--- src/rtl/w4823_fp_pkg.sv ---
// w4823_fp_pkg: shared FP16 width, type, zero constant, default tap count and sequencer states
package w4823_fp_pkg;
   localparam int DW = 16;
   typedef logic [DW-1:0] fp16_t;
   localparam fp16_t FP16_ZERO = 16'h0000;
   localparam int NTAPS_DEF = 64;
   typedef enum logic {IDLE, RUN} tap_state_t;
endpackage

--- src/rtl/w4823_fir_circbuf.sv ---
// w4823_fir_circbuf: NTAPS x DW circular sample store with wrapping write pointer and base-relative read
module w4823_fir_circbuf #(
   parameter int NTAPS = w4823_fp_pkg::NTAPS_DEF,
   parameter int AW    = $clog2(NTAPS),
   parameter int DW    = w4823_fp_pkg::DW
) (
   input  logic          clk2,
   input  logic          rst_n,
   input  logic          wr,
   input  logic [DW-1:0] wdata,
   input  logic          clr,
   input  logic [AW-1:0] rd_off,
   output logic [DW-1:0] rd_data
);
   import w4823_fp_pkg::*;
   logic [DW-1:0] mem [NTAPS];
   logic [AW-1:0] wptr;
   logic [AW-1:0] base;
   logic [AW-1:0] ra;
   assign ra = base - rd_off;
   assign rd_data = mem[ra];
   // write newest sample at wptr and remember it as the frame base; clear wipes the whole line
   always_ff @(posedge clk2 or negedge rst_n)
      if (!rst_n) begin
         for (int i = 0; i < NTAPS; i++) mem[i] <= FP16_ZERO;
         wptr <= '0;
         base <= '0;
      end else if (clr) begin
         for (int i = 0; i < NTAPS; i++) mem[i] <= FP16_ZERO;
         wptr <= '0;
      end else if (wr) begin
         mem[wptr] <= wdata;
         base <= wptr;
         wptr <= wptr + 1'b1;
      end
endmodule

--- src/rtl/w4823_fir_tap_seq.sv ---
// w4823_fir_tap_seq: streams NTAPS (sample, coefficient) FP16 pairs per accepted sample; optional flush port via W4823_TAPSEQ_FLUSH_EN
module w4823_fir_tap_seq #(
   parameter int NTAPS = w4823_fp_pkg::NTAPS_DEF,
   parameter int AW    = $clog2(NTAPS),
   parameter int DW    = w4823_fp_pkg::DW
) (
   input  logic          clk2,
   input  logic          rst_n,
   input  logic [DW-1:0] din,
   input  logic          valid_in,
   output logic          ready_in,
   input  logic [DW-1:0] cin,
   input  logic [AW-1:0] caddr,
   input  logic          cload,
   output logic [DW-1:0] tap_x,
   output logic [DW-1:0] tap_c,
   output logic          tap_valid,
   input  logic          tap_ready,
   output logic          tap_first,
   output logic          tap_last,
   output logic          cload_err
`ifdef W4823_TAPSEQ_FLUSH_EN
   ,
   input  logic          flush
`endif
);
   import w4823_fp_pkg::*;
   tap_state_t state;
   logic [DW-1:0] coef [NTAPS];
   logic [AW-1:0] idx;
   logic [AW-1:0] idx_nx;
   logic [DW-1:0] rd_data;
   logic clr;
   logic accept;
   logic hs;
`ifdef W4823_TAPSEQ_FLUSH_EN
   assign clr = flush & (state == IDLE);
`else
   assign clr = 1'b0;
`endif
   assign ready_in = (state == IDLE) & ~clr;
   assign accept = valid_in & ready_in;
   assign hs = tap_valid & tap_ready;
   assign idx_nx = idx + 1'b1;

   w4823_fir_circbuf #(.NTAPS(NTAPS), .AW(AW), .DW(DW)) u_buf (
      .clk2    (clk2),
      .rst_n   (rst_n),
      .wr      (accept),
      .wdata   (din),
      .clr     (clr),
      .rd_off  (idx_nx),
      .rd_data (rd_data)
   );

   // coefficient writes only land while idle; a write attempted mid-frame is dropped and flagged
   always_ff @(posedge clk2 or negedge rst_n)
      if (!rst_n) begin
         for (int i = 0; i < NTAPS; i++) coef[i] <= FP16_ZERO;
         cload_err <= 1'b0;
      end else if (cload) begin
         if (state == IDLE) coef[caddr] <= cin;
         else cload_err <= 1'b1;
      end

   // tap sequencer: tap 0 bypasses the sample write, later taps read the delay line behind the base
   always_ff @(posedge clk2 or negedge rst_n)
      if (!rst_n) begin
         state <= IDLE;
         idx <= '0;
         tap_x <= FP16_ZERO;
         tap_c <= FP16_ZERO;
         tap_valid <= 1'b0;
         tap_first <= 1'b0;
         tap_last <= 1'b0;
      end else if (state == IDLE) begin
         if (accept) begin
            state <= RUN;
            idx <= '0;
            tap_x <= din;
            tap_c <= coef[0];
            tap_valid <= 1'b1;
            tap_first <= 1'b1;
            tap_last <= (NTAPS == 1);
         end
      end else if (hs) begin
         if (tap_last) begin
            state <= IDLE;
            tap_valid <= 1'b0;
            tap_first <= 1'b0;
            tap_last <= 1'b0;
         end else begin
            idx <= idx_nx;
            tap_x <= rd_data;
            tap_c <= coef[idx_nx];
            tap_first <= 1'b0;
            tap_last <= (idx_nx == AW'(NTAPS - 1));
         end
      end
endmodule

--- config.mk ---
export PLATFORM = sky130hd
export DESIGN_NAME = w4823_fir_tap_seq
export DESIGN_NICKNAME = d
export VERILOG_FILES = /design/src/rtl/w4823_fp_pkg.sv /design/src/rtl/w4823_fir_circbuf.sv /design/src/rtl/w4823_fir_tap_seq.sv
export SDC_FILE = /design/constraint.sdc
export NUM_CORES = 2
export LEC_CHECK = 0
export BUFFER_PORTS_ARGS = -buffer_cell sky130_fd_sc_hd__buf_4
export CORE_ASPECT_RATIO = 1.5
export CORE_UTILIZATION = 55
export DETAILED_ROUTE_END_ITERATION = 10
export PLACE_DENSITY = 0.71
export SLEW_MARGIN = 30
export SYNTH_ARGS = -nofsm -noshare
export SYNTH_HDL_FRONTEND = slang
export SYNTH_SLANG_ARGS = --single-unit
--- constraint.sdc ---
create_clock -name clk2 -period 8.9 [get_ports clk2]
set_input_delay 0.445 -clock clk2 [delete_from_list [all_inputs] [get_ports clk2]]
set_output_delay 0.445 -clock clk2 [all_outputs]
set_load 0.02 [all_outputs]
==> impl_metrics.yaml <==
final_layout:
  area_growth_pct: 9.841
  stdcell_count: 8506
  final_cell_mix: "dfrtp_1 (2102), mux2_2 (2056), mux4_2 (512)"
  nets: 6120
  design_area_sq_mm: 0.1052
  drive_gt1_frac: 0.5067
  mostFrequentLayoutCell: "dfrtp_1"
logic_synthesis:
  syn-num-nets: 6306
  synthCells: 6254
  synth_ff_type: "dfrtp_1"
  synth.yosys.seq_area_share: 0.5497
  yosys.cell_types.count: 60
  ys_warn_count: 0
  netlist_area_sq_mm: 0.09574
  ys_seq_elements: 2103
  synth_edf_count: 0
  postSynth.asyncResetShare: 1.000
  syn_area_per_cell_sq_um: 15.31
setup_path:
  endpoint: "tap_x[5]"
  crit_start: "idx[0]"
  worst-path-stages: 8
  critPathArrivalTime_ns: 6.48
  r2r_end: "tap_x[5]"
  worstSetupStartpointType: "flop"
  cp_max_fo: 124
  reg2regPathDepth: 8
  critical_path_class: "reg -> reg"
  worst_path_dominant_cell_family: "adder cells"
  reg2reg_from: "idx[0]"
  crit_path_end_kind: "flop"
  slowest_delay_ns: 1.40
  cp.buffers_inverters: 2
  cp.required_ns: 9.63
  critPathSlowestCell: "fa_4"
  reg2reg_slack_ns: 3.14
  cp_cell_sequence: "inv_1 > ha_4 > fa_4 > buf_12 > mux4_2 > mux2i_1 > o311ai_1 > a211o_1"
pwr:
  sw_frac_of_total: 0.2549
  power.switching_mw: 5.215
  p_leak_nw: 50.78
  powerDensity_mw_per_mm2: 194.5
  power.internal_mw: 15.24
  pwr-share-comb: 0.099
  ir_drop_mv: 0.2382
  p_clk_frac: 0.431
  seqPwrFrac: 0.470
floorplan:
  die_h_um: 513.0
  boundaryPins: 80
  rows: 187
  start_util: 0.5537
  core-area_sq_mm: 0.1729
  die_x_um: 342.7
  dieArea_sq_mm: 0.1758
clock_network:
  cts.path.max_buffers: 3
  cts_tree: "done"
  htree_levels: 4
  clk_latency_ns: 0.86
  cts_resized: 0
  root_buffer: "clkbuf_16"
  numClockSinks: 2103
  hold_buffers: 5
  path_clk_slew_ns: 0.07
  post_cts_buffers: 0
  cts_made_buffers: 198
timing:
  tightest_slew_ns: 1.179
  finalSetupViolCount: 0
  hold_violations: 0
  finalWorstSetupSlack_ns: 3.142
  min_period_ns: 5.758
  period_share: 0.6470
  max_freq_mhz: 173.7
  skew_ns: 0.04871
  fin_hold_ws_ns: 0.2703
  slew_headroom: 0.2102
  rsz0062_at_grt: "no"
  fin_setup_tns_ns: 0
  slew_violations: 0
detailed_routing:
  antenna_left: 0
  first_iter_violations: 4016
  vias: 55098
  wirelength_um: 255100
  drc: 22
  vias_per_cell: 6.478
  post_drt_wl_per_cell_um: 29.99
  dr.pass1.iters: 8
job:
  drv_cap: 0
global_route:
  grt_pass1_wl_um: 386200
  grt_pass1_vias: 58587
  grt_start_max_net_pins: 186
  grt_usage: 0.2963
  antenna_found_initial: 1
  grt.overflow.total: 0
worst_hold_path:
  hold_path_class: "in -> async"
placement:
  place_congestion: 0.9348
  post-place-ws_ns: 3.183
  io_buffers: 79
  dp_hpwl_um: 157700
  numPlacedInstances: 8125
  placed_cell_area_sq_mm: 0.09815
outcome:
  violations: "design-rule violations"
  outcome: "finished, violations left"
==> layout make-up <==
class / instances / area (sq um)
diodes: 3 / 7.507
clock buffers: 289 / 5808
clock inverters: 78 / 973.4
fillers: 12866 / 67750
inverters: 9 / 33.78
multi-input cells: 3532 / 40820
flip-flops and latches: 2103 / 52630
well taps: 2268 / 2838
repair buffers: 224 / 2051
==> flip-flops by register name, summed over array words and instances (netlist names) <==
name        count
coef         1024
u_buf.mem    1024
tap_c          16
tap_x          16
idx             6
u_buf.base      6
u_buf.wptr      6
cload_err       1
state           1
tap_first       1
tap_last        1
tap_valid       1
==> per-stage QoR <==
step	total power, mW	utilization
3_5_place_dp	11.83	0.5676
3_3_place_gp	11.82	0.5672
5_1_grt	21.08	0.6081
2_1_floorplan	11.05	-
4_1_cts	20.62	0.6071
6_report	20.46	0.6082
==> cell usage after synthesis, types with 8 or more instances <==
cell type  number  share of area
nor3b_1        30         0.0024
o2111ai_1      15         0.0014
a22o_1         20         0.0018
and3_1         45         0.0029
a21oi_1        31         0.0016
nand4_1        16         0.0010
buf_2         110         0.0058
and2_1          8        0.00052
a32oi_1        10        0.00091
a211o_1        15         0.0014
dfrtp_1      2103           0.55
a21o_1         32         0.0025
nor2_1         90         0.0035
ha_1            8         0.0010
a221oi_1       23         0.0021
mux2i_1        45         0.0047
o221a_1        10         0.0012
nand2_1       211         0.0083
a22oi_1        34         0.0027
o21ai_1        12        0.00063
mux4_2        512           0.12
clkbuf_1      465          0.018
a221o_1        15         0.0016
nand3_1       128         0.0067
nand3b_1        9        0.00071
o311ai_1       16         0.0015
mux2_2       2056           0.24
buf_1          29         0.0011
o21ai_0        14        0.00073
a31oi_1        64         0.0042
==> power by group through the flow <==
stage                     Combinational, mW  Clock, mW  Sequential, mW
after global placement                 2.03          0            9.79
final                                  2.02       8.82            9.62
after global routing                   2.14       9.32            9.61
after CTS                              2.04       8.97            9.62
after floorplan                        1.27          0            9.79
after detailed placement               2.04          0            9.79
==> layer usage <==
metal | wire length, um | share of wire | GRT usage
met1 | 94670 | 0.37 | 0.3587
met2 | 127800 | 0.50 | 0.4885
met3 | 12020 | 0.047 | 0.04144
met4 | 20680 | 0.081 | 0.2093
met5 | 0 | 0 | 0
==> worst register-to-register path: stages, from the launching register on <==
cell and delay, ns:
dfrtp_4 0.83, inv_1 0.28, ha_4 0.46, fa_4 1.41, buf_12 0.62, mux4_2 0.55, mux2i_1 0.76, o311ai_1 0.34
a211o_1 0.38
==> worst min-delay path by stage <==
| stage | slack, ns | startpoint | end |
|---|---|---|---|
| after floorplan | 0.15 | rst_n | cload_err |
| after global placement | 0.44 | cload_err | cload_err |
| after detailed placement | 0.45 | cload_err | cload_err |
| after CTS | 0.25 | caddr[5] | coef[171] |
| after global routing | 0.31 | caddr[5] | coef[167] |
| final | 0.27 | rst_n | u_buf.mem[351] |
==> logic make-up after synthesis <==
kind of cell | count (synthesis) | synth area share
simple gates | 570 | 0.02858
xor+xnor | 12 | 0.001542
compound gates | 321 | 0.02509
flops | 2103 | 0.5497
buf+inv | 619 | 0.02602
fa+ha+maj | 9 | 0.001255
mux | 2620 | 0.3678
Note: power is estimated with default switching activity, not from simulation.
